--- config.mk ---
export PLATFORM = sky130hd
export DESIGN_NAME = ula_arbiter_flat
export DESIGN_NICKNAME = d
export VERILOG_FILES = /design/src/rtl/ula_pkg.sv /design/src/rtl/ula_arbiter_if.sv /design/src/rtl/ula_exec_core.sv /design/src/rtl/ula_arbiter.sv /design/src/flat_wrapper.sv
export SDC_FILE = /design/constraint.sdc
export NUM_CORES = 1
export LEC_CHECK = 0
export CAP_MARGIN = 25
export CORE_UTILIZATION = 45
export CTS_CLUSTER_SIZE = 24
export DETAILED_ROUTE_END_ITERATION = 8
export PLACE_DENSITY_LB_ADDON = 0.2
export SLEW_MARGIN = 15
export SYNTH_ARGS = -nofsm -noshare
export SYNTH_HDL_FRONTEND = slang
export SYNTH_SLANG_ARGS = --single-unit
--- constraint.sdc ---
create_clock -name clk -period 5.4 [get_ports clk]
set_input_delay 0.54 -clock clk [delete_from_list [all_inputs] [get_ports clk]]
set_output_delay 0.54 -clock clk [all_outputs]
set_load 0.005 [all_outputs]
--- src/rtl/ula_pkg.sv ---
// Purpose : shared ALU control codes, decode constants and helpers for the ALU arbiter slice.
// Latency : n/a (types, constants and a combinational decode function only).
// Backpressure: n/a.
package ula_pkg;

    typedef enum logic [2:0] {
        ALU_ADD = 3'd0,
        ALU_SUB = 3'd1,
        ALU_AND = 3'd2,
        ALU_OR  = 3'd3,
        ALU_SLL = 3'd4,
        ALU_SRL = 3'd5,
        ALU_SRA = 3'd6,
        ALU_SLT = 3'd7
    } alu_ctrl_e;

    typedef enum logic {
        ST_EMPTY = 1'b0,
        ST_FULL  = 1'b1
    } slot_state_e;

    localparam logic [1:0] AOP_ADD   = 2'd0;
    localparam logic [1:0] AOP_AND   = 2'd1;
    localparam logic [1:0] AOP_RTYPE = 2'd2;
    localparam logic [1:0] AOP_RSVD  = 2'd3;

    localparam logic [5:0] FN_SLL = 6'd0;
    localparam logic [5:0] FN_SRL = 6'd2;
    localparam logic [5:0] FN_SRA = 6'd3;
    localparam logic [5:0] FN_ADD = 6'd32;
    localparam logic [5:0] FN_SUB = 6'd34;
    localparam logic [5:0] FN_AND = 6'd36;
    localparam logic [5:0] FN_OR  = 6'd37;
    localparam logic [5:0] FN_SLT = 6'd42;

    // Requester index width, never narrower than one bit.
    function automatic int id_width(input int n);
        return (n > 1) ? $clog2(n) : 1;
    endfunction

    // aluOp/funct -> ALU control. Anything unrecognised behaves as ADD.
    function automatic alu_ctrl_e decode_ctrl(input logic [1:0] aop, input logic [5:0] fn);
        alu_ctrl_e c;
        c = ALU_ADD;
        case (aop)
            AOP_ADD, AOP_RSVD: c = ALU_ADD;
            AOP_AND:           c = ALU_AND;
            AOP_RTYPE: begin
                case (fn)
                    FN_SLL:  c = ALU_SLL;
                    FN_SRL:  c = ALU_SRL;
                    FN_SRA:  c = ALU_SRA;
                    FN_ADD:  c = ALU_ADD;
                    FN_SUB:  c = ALU_SUB;
                    FN_AND:  c = ALU_AND;
                    FN_OR:   c = ALU_OR;
                    FN_SLT:  c = ALU_SLT;
                    default: c = ALU_ADD;
                endcase
            end
            default: c = ALU_ADD;
        endcase
        return c;
    endfunction

endpackage

--- src/rtl/ula_arbiter_if.sv ---
// Purpose : bundle of requester-side and response-side signals of the shared ALU arbiter.
// Latency : n/a (wiring only). Ports: req_* / resp_ready driven by master, req_ready / resp_* / busy_cnt by slave.
// Backpressure: req valid/ready per requester, resp valid/ready on the single result slot.
interface ula_arbiter_if #(
    parameter int NUM_REQ = 2,
    parameter int WIDTH   = 32
);
    import ula_pkg::*;
    localparam int ID_W = id_width(NUM_REQ);

    logic [NUM_REQ-1:0]       req_valid;
    logic [NUM_REQ-1:0]       req_ready;
    logic [NUM_REQ*WIDTH-1:0] req_input1;
    logic [NUM_REQ*WIDTH-1:0] req_input2;
    logic [NUM_REQ*5-1:0]     req_shamt;
    logic [NUM_REQ*2-1:0]     req_aluOp;
    logic [NUM_REQ*6-1:0]     req_funct;
    logic                     resp_valid;
    logic                     resp_ready;
    logic [ID_W-1:0]          resp_id;
    logic [WIDTH-1:0]         resp_result;
    logic                     resp_ovf;
    logic [15:0]              busy_cnt;

    modport master (
        output req_valid, req_input1, req_input2, req_shamt, req_aluOp, req_funct, resp_ready,
        input  req_ready, resp_valid, resp_id, resp_result, resp_ovf, busy_cnt
    );

    modport slave (
        input  req_valid, req_input1, req_input2, req_shamt, req_aluOp, req_funct, resp_ready,
        output req_ready, resp_valid, resp_id, resp_result, resp_ovf, busy_cnt
    );

endinterface

--- src/rtl/ula_exec_core.sv ---
// Purpose : combinational decode + 32-bit ALU (aluop_i, funct_i, a_i, b_i, shamt_i -> result_o, ovf_o).
// Latency : 0 cycles, purely combinational.
// Backpressure: none; the caller decides when the result is captured.
module ula_exec_core
    import ula_pkg::*;
#(
    parameter int WIDTH = 32
) (
    input  logic [1:0]       aluop_i,
    input  logic [5:0]       funct_i,
    input  logic [WIDTH-1:0] a_i,
    input  logic [WIDTH-1:0] b_i,
    input  logic [4:0]       shamt_i,
    output logic [WIDTH-1:0] result_o,
    output logic             ovf_o
);
    alu_ctrl_e        ctrl;
    logic [WIDTH-1:0] sum;
    logic [WIDTH-1:0] diff;

    assign ctrl = decode_ctrl(aluop_i, funct_i);
    assign sum  = a_i + b_i;
    assign diff = a_i - b_i;

    always_comb begin
        result_o = sum;
        ovf_o    = 1'b0;
        case (ctrl)
            ALU_ADD: begin
                result_o = sum;
                ovf_o    = (a_i[WIDTH-1] == b_i[WIDTH-1]) && (sum[WIDTH-1] != a_i[WIDTH-1]);
            end
            ALU_SUB: begin
                result_o = diff;
                ovf_o    = (a_i[WIDTH-1] != b_i[WIDTH-1]) && (diff[WIDTH-1] != a_i[WIDTH-1]);
            end
            ALU_AND: result_o = a_i & b_i;
            ALU_OR:  result_o = a_i | b_i;
            ALU_SLL: result_o = a_i << shamt_i;
            ALU_SRL: result_o = a_i >> shamt_i;
            ALU_SRA: result_o = $unsigned($signed(a_i) >>> shamt_i);
            ALU_SLT: result_o = ($signed(a_i) < $signed(b_i)) ? WIDTH'(1) : '0;
            default: result_o = sum;
        endcase
    end

endmodule

--- src/rtl/ula_arbiter.sv ---
// Purpose : round-robin share of one ALU between NUM_REQ requesters; ports clk, reset, bus (slave modport).
// Latency : 1 cycle from req transfer to resp_valid; 1 op/cycle while resp_ready=1.
// Backpressure: slot FULL and resp_ready=0 -> all req_ready low, response slot held stable.
module ula_arbiter
    import ula_pkg::*;
#(
    parameter int NUM_REQ = 2,
    parameter int WIDTH   = 32
) (
    input  logic          clk,
    input  logic          reset,
    ula_arbiter_if.slave  bus
);
    localparam int ID_W = id_width(NUM_REQ);

    slot_state_e      state_q, state_d;
    logic [ID_W-1:0]  rr_q, rr_d;
    logic [ID_W-1:0]  resp_id_q;
    logic [WIDTH-1:0] result_q;
    logic             ovf_q;
    logic [15:0]      cnt_q;

    logic             gnt_vld;
    logic [ID_W-1:0]  gnt_id;
    logic             grant;
    logic [NUM_REQ-1:0] ready;
    logic [WIDTH-1:0] op_a, op_b;
    logic [4:0]       op_sh;
    logic [1:0]       op_aop;
    logic [5:0]       op_fn;
    logic [WIDTH-1:0] alu_res;
    logic             alu_ovf;

    // First valid requester at or after the rr pointer, wrapping modulo NUM_REQ.
    always_comb begin
        int idx;
        gnt_vld = 1'b0;
        gnt_id  = '0;
        idx     = 0;
        for (int i = 0; i < NUM_REQ; i++) begin
            idx = int'(rr_q) + i;
            if (idx >= NUM_REQ) idx = idx - NUM_REQ;
            if (!gnt_vld && bus.req_valid[idx]) begin
                gnt_vld = 1'b1;
                gnt_id  = ID_W'(idx);
            end
        end
    end

    // Operand select for the winning requester.
    always_comb begin
        int sel;
        sel    = int'(gnt_id);
        op_a   = bus.req_input1[sel*WIDTH +: WIDTH];
        op_b   = bus.req_input2[sel*WIDTH +: WIDTH];
        op_sh  = bus.req_shamt[sel*5 +: 5];
        op_aop = bus.req_aluOp[sel*2 +: 2];
        op_fn  = bus.req_funct[sel*6 +: 6];
    end

    ula_exec_core #(.WIDTH(WIDTH)) u_core (
        .aluop_i  (op_aop),
        .funct_i  (op_fn),
        .a_i      (op_a),
        .b_i      (op_b),
        .shamt_i  (op_sh),
        .result_o (alu_res),
        .ovf_o    (alu_ovf)
    );

    // Slot FSM: a drain in the same cycle frees the slot for a new grant.
    always_comb begin
        state_d = state_q;
        rr_d    = rr_q;
        ready   = '0;
        grant   = gnt_vld && !reset && ((state_q == ST_EMPTY) || bus.resp_ready);
        if (grant) begin
            ready[gnt_id] = 1'b1;
            state_d       = ST_FULL;
            rr_d          = (gnt_id == ID_W'(NUM_REQ - 1)) ? '0 : gnt_id + ID_W'(1);
        end else if ((state_q == ST_FULL) && bus.resp_ready) begin
            state_d = ST_EMPTY;
        end
    end

    always_ff @(posedge clk) begin
        if (reset) begin
            state_q   <= ST_EMPTY;
            rr_q      <= '0;
            resp_id_q <= '0;
            result_q  <= '0;
            ovf_q     <= 1'b0;
            cnt_q     <= '0;
        end else begin
            state_q <= state_d;
            rr_q    <= rr_d;
            if (grant) begin
                resp_id_q <= gnt_id;
                result_q  <= alu_res;
                ovf_q     <= alu_ovf;
                if (cnt_q != 16'hFFFF) cnt_q <= cnt_q + 16'd1;
            end
        end
    end

    assign bus.req_ready   = ready;
    assign bus.resp_valid  = (state_q == ST_FULL);
    assign bus.resp_id     = resp_id_q;
    assign bus.resp_result = result_q;
    assign bus.resp_ovf    = ovf_q;
    assign bus.busy_cnt    = cnt_q;

endmodule

--- src/flat_wrapper.sv ---
// flat-port wrapper written by rule: the top's interface ports become plain ports
module ula_arbiter_flat import ula_pkg::*;
#(
    parameter int NUM_REQ = 2,
    parameter int WIDTH   = 32
)
  (clk, reset, bus_req_valid, bus_req_input1, bus_req_input2, bus_req_shamt, bus_req_aluOp, bus_req_funct, bus_resp_ready, bus_req_ready, bus_resp_valid, bus_resp_id, bus_resp_result, bus_resp_ovf, bus_busy_cnt);
  ula_arbiter_if #(.NUM_REQ(NUM_REQ), .WIDTH(WIDTH)) bus_i ();
  input  logic clk;
  input  logic reset;
  input wire logic [$bits(bus_i.req_valid)-1:0] bus_req_valid;
  input wire logic [$bits(bus_i.req_input1)-1:0] bus_req_input1;
  input wire logic [$bits(bus_i.req_input2)-1:0] bus_req_input2;
  input wire logic [$bits(bus_i.req_shamt)-1:0] bus_req_shamt;
  input wire logic [$bits(bus_i.req_aluOp)-1:0] bus_req_aluOp;
  input wire logic [$bits(bus_i.req_funct)-1:0] bus_req_funct;
  input wire logic [$bits(bus_i.resp_ready)-1:0] bus_resp_ready;
  output wire logic [$bits(bus_i.req_ready)-1:0] bus_req_ready;
  output wire logic [$bits(bus_i.resp_valid)-1:0] bus_resp_valid;
  output wire logic [$bits(bus_i.resp_id)-1:0] bus_resp_id;
  output wire logic [$bits(bus_i.resp_result)-1:0] bus_resp_result;
  output wire logic [$bits(bus_i.resp_ovf)-1:0] bus_resp_ovf;
  output wire logic [$bits(bus_i.busy_cnt)-1:0] bus_busy_cnt;
  assign bus_i.req_valid = bus_req_valid;
  assign bus_i.req_input1 = bus_req_input1;
  assign bus_i.req_input2 = bus_req_input2;
  assign bus_i.req_shamt = bus_req_shamt;
  assign bus_i.req_aluOp = bus_req_aluOp;
  assign bus_i.req_funct = bus_req_funct;
  assign bus_i.resp_ready = bus_resp_ready;
  assign bus_req_ready = bus_i.req_ready;
  assign bus_resp_valid = bus_i.resp_valid;
  assign bus_resp_id = bus_i.resp_id;
  assign bus_resp_result = bus_i.resp_result;
  assign bus_resp_ovf = bus_i.resp_ovf;
  assign bus_busy_cnt = bus_i.busy_cnt;
  ula_arbiter #(.NUM_REQ(NUM_REQ), .WIDTH(WIDTH)) u_core (.clk(clk), .reset(reset), .bus(bus_i));
endmodule
==> impl_results.md, run 1 <==
- Outcome: finished, final reports clean
- Number of synthesized register bits: 52
- Worst path max stage delay: around 0.48 ns
- Post-CTS resize count: 0
- Switch share: 51.2%
- Leak Pwr: 6.76 nW
- Filler Cells Inserted: 2896
- Full die area: ~30000 um^2
- Number of global-route vias before repair: 15.1k
- Critical path type: in -> reg
- Hold Vio Cnt, Final: 0
- Global router's overall resource usage: 40.2%
- Capture instance of the worst register-to-register path: u_core.bus.resp_ovf$_SDFFE_PP0P_
- Detail-routed net length per standard cell: ~24 um
- Pin count of the biggest net entering global routing: roughly 60
- Peak VDD IR: about 130 uV
- Final period util: 91.7%
- Amount of wire on met3 after detailed routing: 6240 um
- Element type at the critical path end: flop
- Overall die height: approximately 170 um
- Clock share of power: 11.9%
- Sequential cell fraction of total power: 15.7%
- Final instance area: roughly 16000 um^2
- Fraction of layout instances using a drive strength above 1: approximately 7.6%
- Hold endpoint: u_core.bus.resp_result[14]$_SDFFE_PP0P_
- Power per unit of standard cell area: around 190 nW/um^2
- CP max-delay cell: clkdlybuf4s50_1
- Count of port buffers added during placement: 211
- Number of failing setup endpoints in the final timing report: 0
- Worst flop-to-flop path startpoint: u_core.rr_q$_SDFFE_PP0P_
- Number of warnings printed during yosys synthesis: 0
- Distinct cell type count after synthesis: 87
- Number of clock sinks seen by CTS: 52
- FMAX: 0.202 GHz
- TritonRoute pass-1 iters: 6
- DRC: 0
- Critical Path Fanout Max: 21
- Area growth from synthesis to layout: 21.9%
- Gp weighted congestion: 1.09
- Async SR Flop Fraction: 0%
- Number of vias per cell after detailed routing: 6.45
- Clk Latency, worst-skew pair: a little over 0.3 ns
- Max_cap viols: 0
- Total setup buffers inserted after CTS: 0
- Horiz. Die Dim: 172 um
- Detailed route wirelength on metal2: 26100 um
- Clock Pin Slew Worst Setup and Hold Paths: around 0.080 ns
- Number of synthesized flops with an enable pin: 0
- Combined area of all synthesized cells: 13000 um^2
- Clock buffer count from CTS: 5
- Wire length of the first global-routing pass: approximately 90000 um
- Switching power: around 0.0016 W
- Min-delay src: u_core.bus.resp_result[14]$_SDFFE_PP0P_
- Combinational fraction of design power: 72.4%
- Dominant cells by area after synthesis: nand2_1 (11%), ha_1 (9.5%), dfxtp_1 (8.0%)
- Worst hold margin: 0.458 ns
- Worst slew margin relative to its limit: a little over a third
- Unrepaired setup endpoints after global routing: no
- Number of placement rows: 61
- Critical Path Source Type: input pin
- Clock Tree Buf Depth: 2
- Number of levels in the clock H-tree: 2
- Register-to-register setup slack: 0.78 ns
- Initial standard-cell utilization of the core: 46.3%
- Yosys top cell area share: 10.7%
- Pint: 0.00148 W
- CP Cell Sequence: clkdlybuf4s50_1 -> and2b_1 -> nor2_4 -> buf_4 -> buf_4 -> nand2_1 -> nand2_1 -> ha_1 -> inv_1 -> nor2_1 -> o21ai_0 -> o311ai_1 -> a21o_1 -> a221oi_1 -> a21oi_1 -> xnor2_1 -> o41ai_1 -> a41o_1
- Post-CTS Hold Buffers: 0
- Main flop type after synthesis: dfxtp_1
- Min-Delay Path Depth: 2
- Iteration-0 DRC count of the detailed router: ~2.0k
- Final nets: around 2.4k
- Count of nets left with antenna violations after detail routing: 0
- Initial antenna violation count: 0
- Yosys top cell by area: nand2_1
- Length in cells of the worst reg-to-reg path: 17
- Post-synthesis cell count: 2034
- Commonest non-fill, non-tap cell in the layout: nand2_1
- Total number of vias: ~17k
- Final period demand of the worst path: 4.95 ns
- Synthesized netlist net count: between 2k and 2.5k
- Number of top-level pins: 212
- Fin. max-slew vios: 0
- Core area: between 20000 and 30000 um^2
- Metal-1 WL: 24200 um
- Top library cells by usage in the layout, fill and taps aside: nand2_1 (371), clkdlybuf4s50_1 (209), a21oi_1 (199)
- Worst clock skew: about 0.006 ns
- Global-route congestion overflow total: 0
- Data arrival time of the worst path: around 5.2 ns
- Ant. Diodes: 0
- Placed inst area: ~16000 um^2
- Mean area per synthesized cell: 6.40 um^2
- Clock tree from TritonCTS: yes
- Total Routed Length: 60400 um
- Top sig layer: met4
- Sequential share of the synthesized area: 8.00%
- Clock root cell: clkbuf_16
- Transition time at the pin with the least slew margin: 0.949 ns
- Tightest Hold Check Type: reg -> reg
- HPWL after detailed placement: 47700 um
- Required time worst endpoint: 5.66 ns
- Setup TNS: 0 ns
## state kept, by name, summed over array words and instances, names as in the netlist
name	count
u_core.bus.busy_cnt	16
u_core.bus.resp_id	1
u_core.bus.resp_ovf	1
u_core.bus.resp_result	32
u_core.bus.resp_valid	1
u_core.rr_q	1
## layout make-up
cell class	instances	area, um^2	share of cell area [%]
inverter	107	402	2.53
tap	378	473	2.98
clock buffer	5	125	0.789
timing repair buffer	291	2780	17.5
clock inverter	3	27.5	0.174
multi-input combinational	1726	11000	69.4
sequential	52	1040	6.56
## worst max-delay path by stage
stage / start / end / slack (ns) / cells past startpoint
floorplan: bus_req_valid[0] / u_core.bus.resp_ovf$_SDFFE_PP0P_ / 0.40 / 22
global placement: bus_req_valid[0] / u_core.bus.resp_result[18]$_SDFFE_PP0P_ / 0.24 / 17
detailed placement: bus_req_valid[0] / u_core.bus.resp_result[28]$_SDFFE_PP0P_ / 0.23 / 19
CTS: bus_req_valid[0] / u_core.bus.resp_result[28]$_SDFFE_PP0P_ / 0.55 / 19
global route: bus_req_valid[0] / u_core.bus.resp_result[28]$_SDFFE_PP0P_ / 0.20 / 19
finish: bus_req_valid[0] / u_core.bus.resp_ovf$_SDFFE_PP0P_ / 0.45 / 18
## per-stage QoR
stage	instances	setup slack (ns)	power, W	utilization (%)
2_1_floorplan	2034	0.396	0.00179	-
3_3_place_gp	2554	0.239	0.00261	55.9
3_5_place_dp	2554	0.231	0.00261	55.9
4_1_cts	2562	0.551	0.00298	56.5
5_1_grt	2562	0.197	0.00321	56.5
6_report	2562	0.449	0.00304	56.5
## power groups by stage
stage / Sequential [W] / Combinational [W] / Clock (W)
2_1_floorplan: 0.000472 / 0.00132 / 0
3_3_place_gp: 0.000483 / 0.00213 / 0
3_5_place_dp: 0.000483 / 0.00213 / 0
4_1_cts: 0.000475 / 0.00214 / 0.000366
5_1_grt: 0.000479 / 0.00235 / 0.000378
6_report: 0.000477 / 0.00220 / 0.000362
## critical path: cells and delay by family
family                   cells  cell delay, ns
AND/OR/NAND/NOR              5            1.08
AO/OA/AOI/OAI                7            1.72
buffers and inverters        4            1.33
XOR/XNOR                     1            0.16
adder cells (fa/ha/maj)      1            0.37
## metal layers
metal  vias to the layer above  global-route usage [%]
met2                      1114                    62.6
met1                      7640                    52.8
met4                         0                    22.0
met3                       197                    6.29
met5                         -                       0
li1                       7565                       -
## logic make-up (layout without fill, tap and decap cells)
family                   Yosys count  after routing  synth area share [%]
AND/OR/NAND/NOR                  773            773                  26.4
AO/OA/AOI/OAI                    660            660                  33.0
buffers and inverters            256            406                  7.86
multiplexers                     135            135                  11.1
adder cells (fa/ha/maj)          101            101                  9.83
XOR/XNOR                          57             57                  3.84
flip-flops                        52             52                  8.00
## Yosys cell counts, drive strengths merged (5+ instances only)
cell type	number
nand2	372
a21oi	202
nor2	178
o21ai	149
inv	106
mux2i	101
ha	99
clkbuf	83
buf	66
dfxtp	52
a211oi	49
nor2b	44
o211ai	43
xnor2	41
nand3	36
nor3	34
mux2	29
a31oi	28
a221oi	24
nand2b	24
and3	19
or3	19
a21o	17
xor2	16
o22ai	15
a31o	13
o31ai	13
a32oi	11
o21bai	10
and2	9
a211o	8
a22oi	8
a311oi	7
nor4	7
o21a	7
o221ai	7
or2	7
nand4	6
a21boi	5
mux4	5
nor3b	5
o41ai	5
No activity file was read; power rests on OpenSTA's default activity.
==> inputs of run 2 (changes only) <==
--- a/config.mk
+++ b/config.mk
@@ -9,8 +9,10 @@
 export CORE_UTILIZATION = 45
 export CTS_CLUSTER_SIZE = 24
 export DETAILED_ROUTE_END_ITERATION = 8
+export GPL_ROUTABILITY_DRIVEN = 0
 export PLACE_DENSITY_LB_ADDON = 0.2
 export SLEW_MARGIN = 15
 export SYNTH_ARGS = -nofsm -noshare
 export SYNTH_HDL_FRONTEND = slang
+export SYNTH_HIERARCHICAL = 1
 export SYNTH_SLANG_ARGS = --single-unit
==> run 2 against run 1 <==
Effect of this change: the run now ends with DRC left; clock skew up 0.0080 ns; wire length down 19%; sequential cell count unchanged; sequential power down 3%.
==> impl_results.md, run 2 <==
- Outcome: finished, violations left (was finished, final reports clean)
- Violated checks: DRC
- Final instance area: 14800 um^2 (was 15900 um^2)
- Initial antenna violation count: 1 (was 0)
- Number of vias per cell after detailed routing: 6.64 (was 6.45)
- Yosys top cell area share: 10.3% (was 10.7%)
- Pin count of the biggest net entering global routing: 56 (was 59)
- Post-route non-filler standard cell count: 2185 (was 2562)
- Total number of vias: 14.5k (was 16.5k)
- Clock Tree Buf Depth: 2 (unchanged)
- Transition time at the pin with the least slew margin: 1.04 ns (was 0.949 ns)
- Global router's overall resource usage: 34.5% (was 40.2%)
- Power per unit of standard cell area: 195 nW/um^2 (was 191 nW/um^2)
- Iteration-0 DRC count of the detailed router: 1971 (was 2005)
- Peak VDD IR: 132 uV (was 127 uV)
- Final period demand of the worst path: 5.01 ns (was 4.95 ns)
- Count of nets left with antenna violations after detail routing: 0 (unchanged)
- Fin. max-slew vios: 0 (unchanged)
- Ant. Diodes: 0 (unchanged)
- CP Cell Sequence: clkdlybuf4s50_1 -> inv_1 -> o21ai_4 -> buf_12 -> mux2_2 -> inv_1 -> ha_1 -> nor4_1 -> nand2b_1 -> or4_1 -> o311ai_1 -> o21ai_1 -> a21o_1 -> a211oi_1 -> o221ai_1 -> nand2_1 -> nand2_1 (was clkdlybuf4s50_1 -> and2b_1 -> nor2_4 -> buf_4 -> buf_4 -> nand2_1 -> nand2_1 -> ha_1 -> inv_1 -> nor2_1 -> o21ai_0 -> o311ai_1 -> a21o_1 -> a221oi_1 -> a21oi_1 -> xnor2_1 -> o41ai_1 -> a41o_1)
- Post-CTS resize count: 0 (unchanged)
- Final nets: 2109 (was 2443)
- Sequential share of the synthesized area: 8.63% (was 8.00%)
- Clock tree from TritonCTS: yes (unchanged)
- TritonRoute pass-1 iters: 9 (was 6)
- Overall die height: 166 um (was 172 um)
- Global-route congestion overflow total: 0 (unchanged)
- Total setup buffers inserted after CTS: 0 (unchanged)
- Element type at the critical path end: flop (unchanged)
- Number of top-level pins: 212 (unchanged)
- Clock share of power: 11.7% (was 11.9%)
- Placed inst area: 14600 um^2 (was 15700 um^2)
- Number of levels in the clock H-tree: 2 (unchanged)
- Required time worst endpoint: 5.60 ns (was 5.66 ns)
- Yosys top cell by area: ha_1 (was nand2_1)
- Switch share: 48.8% (was 51.2%)
- Setup TNS: 0 ns (unchanged)
- Number of global-route vias before repair: 13.4k (was 15.1k)
- Total Routed Length: 49000 um (was 60400 um)
- Async SR Flop Fraction: 0% (unchanged)
- Max_cap viols: 0 (unchanged)
- Post-CTS Hold Buffers: 0 (unchanged)
- DRC: 137 (was 0)
- Clk Latency, worst-skew pair: 0.31 ns (about the same)
- Full die area: 27500 um^2 (was 29600 um^2)
- Number of synthesized flops with an enable pin: 0 (unchanged)
- Data arrival time of the worst path: 5.22 ns (was 5.21 ns)
- Wire length of the first global-routing pass: 75500 um (was 90200 um)
- Mean area per synthesized cell: 7.16 um^2 (was 6.40 um^2)
- Dominant cells by area after synthesis: ha_1 (10%), mux2_2 (9.0%), dfxtp_1 (8.6%) (was nand2_1 (11%), ha_1 (9.5%), dfxtp_1 (8.0%))
- Critical path type: in -> reg (unchanged)
- Critical Path Source Type: input pin (unchanged)
- Synthesized netlist net count: 1945 (was 2294)
- Flip-flop count of the largest register after layout: 32 (unchanged)
- Worst clock skew: 0.0142 ns (was 0.00618 ns)
- Leak Pwr: 6.13 nW (was 6.76 nW)
- Leading cell type by number of instances after synthesis: nand2_1 (unchanged)
- Number of failing setup endpoints in the final timing report: 0 (unchanged)
- Number of warnings printed during yosys synthesis: 6 (was 0)
- Clock buffer count from CTS: 5 (unchanged)
- Commonest non-fill, non-tap cell in the layout: clkdlybuf4s50_1 (was nand2_1)
- Worst slew margin relative to its limit: 30.3% (was 36.5%)
- Sequential cell fraction of total power: 16.1% (was 15.7%)
- Worst path max stage delay: 0.52 ns (was 0.48 ns)
- Unrepaired setup endpoints after global routing: no (unchanged)
- Clock root cell: clkbuf_16 (unchanged)
- Final period util: 92.9% (was 91.7%)
- Distinct cell type count after synthesis: 98 (was 87)
- HPWL after detailed placement: 37900 um (was 47700 um)
- Initial standard-cell utilization of the core: 46.0% (was 46.3%)
- Post-synthesis cell count: 1685 (was 2034)
- Detail-routed net length per standard cell: 22.4 um (was 23.6 um)
- Switching power: 0.00141 W (was 0.00155 W)
- Fraction of layout instances using a drive strength above 1: 12.6% (was 7.55%)
- Clock Pin Slew Worst Setup and Hold Paths: 0.07 ns (was 0.08 ns)
- Horiz. Die Dim: 166 um (was 172 um)
- Top library cells by usage in the layout, fill and taps aside: clkdlybuf4s50_1 (211), nand2_1 (209), nor2_1 (142) (was nand2_1 (371), clkdlybuf4s50_1 (209), a21oi_1 (199))
- Tightest Hold Check Type: reg -> reg (unchanged)
- Hold Vio Cnt, Final: 0 (unchanged)
- Commonest cells in the synthesized netlist: nand2_1 (209), nor2_1 (142), a21oi_1 (117), inv_1 (102), ha_1 (99) (was nand2_1 (372), a21oi_1 (199), nor2_1 (177), o21ai_0 (123), inv_1 (103))
- CP max-delay cell: mux2_2 (was clkdlybuf4s50_1)
- Number of placement rows: 59 (was 61)
- Number of instances in the placed design: 2176 (was 2554)
- Combinational fraction of design power: 72.2% (was 72.4%)
- Critical Path Fanout Max: 41 (was 21)
- FMAX: 0.199 GHz (was 0.202 GHz)
- Count of port buffers added during placement: 211 (unchanged)
- Area growth from synthesis to layout: 22.7% (was 21.9%)
- Combined area of all synthesized cells: 12100 um^2 (was 13000 um^2)
- Number of synthesized register bits: 52 (unchanged)
- Number of clock sinks seen by CTS: 52 (unchanged)
- Core area: 26200 um^2 (was 28100 um^2)
- Main flop type after synthesis: dfxtp_1 (unchanged)
- Filler Cells Inserted: 2487 (was 2896)
- Pint: 0.00148 W (about the same)
==> run 2: final timing paths <==
path	slack, ns	from	cells past startpoint	end
min	0.46	u_core/bus.resp_result[21]$_SDFFE_PP0P_	2	u_core/bus.resp_result[21]$_SDFFE_PP0P_
max reg2reg	0.82	u_core/rr_q$_SDFFE_PP0P_	15	u_core/bus.resp_result[31]$_SDFFE_PP0P_
min reg2reg	0.46	u_core/bus.resp_result[21]$_SDFFE_PP0P_	2	u_core/bus.resp_result[21]$_SDFFE_PP0P_
max	0.39	bus_req_valid[0]	17	u_core/bus.resp_result[31]$_SDFFE_PP0P_
==> run 2: metrics by stage <==
stage	worst slack [ns]	power, W	utilization [%]	hold slack [ns]
2_1_floorplan	1.16	0.00175	-	0.450
3_3_place_gp	0.247	0.00243	55.9	0.443
3_5_place_dp	0.262	0.00245	55.9	0.445
4_1_cts	0.552	0.00280	56.5	0.456
5_1_grt	0.126	0.00305	56.5	0.472
6_report	0.386	0.00289	56.5	0.455
==> run 2: cells by family after synthesis <==
family | synth area share (%)
buffers and inverters | 7.62
flip-flops | 8.63
XOR/XNOR | 0.944
AO/OA/AOI/OAI | 28.3
multiplexers | 20.6
adder cells (fa/ha/maj) | 10.6
AND/OR/NAND/NOR | 23.3
==> run 2: per-layer routing <==
layer,vias up,routed length (um),part of all wire (%),global-route usage (%)
li1,6567,-,-,-
met1,6627,18700,38,42.7
met2,1058,20600,42,52.7
met3,263,6290,13,10.3
met4,2,3410,6.9,20.9
met5,-,17,0.035,0
==> run 2: critical path, delay by kind of cell <==
kind | cells | cell delay, ns
adders and majority gates | 1 | 0.36
and+or+nand+nor | 5 | 1.31
buffers and inverters | 4 | 1.00
AOI/OAI and AO/OA | 6 | 1.43
muxes | 1 | 0.52
==> run 2: power by group through the flow <==
stage | Clock [W] | Combinational [W] | Sequential [W]
floorplan | 0 | 0.00128 | 0.000474
global placement | 0 | 0.00196 | 0.000471
detailed placement | 0 | 0.00198 | 0.000473
CTS | 0.000348 | 0.00199 | 0.000464
global route | 0.000361 | 0.00221 | 0.000470
finish | 0.000339 | 0.00208 | 0.000464
==> run 2: final cells by class <==
cell class / count / area (um^2) / share of cell area (%)
clock buffers: 5 / 125 / 0.845
clock inverters: 3 / 27.5 / 0.186
inverters: 104 / 390 / 2.64
multi-input cells: 1409 / 10100 / 68.4
flip-flops and latches: 52 / 1040 / 7.03
well taps: 335 / 419 / 2.83
repair buffers: 277 / 2670 / 18.0
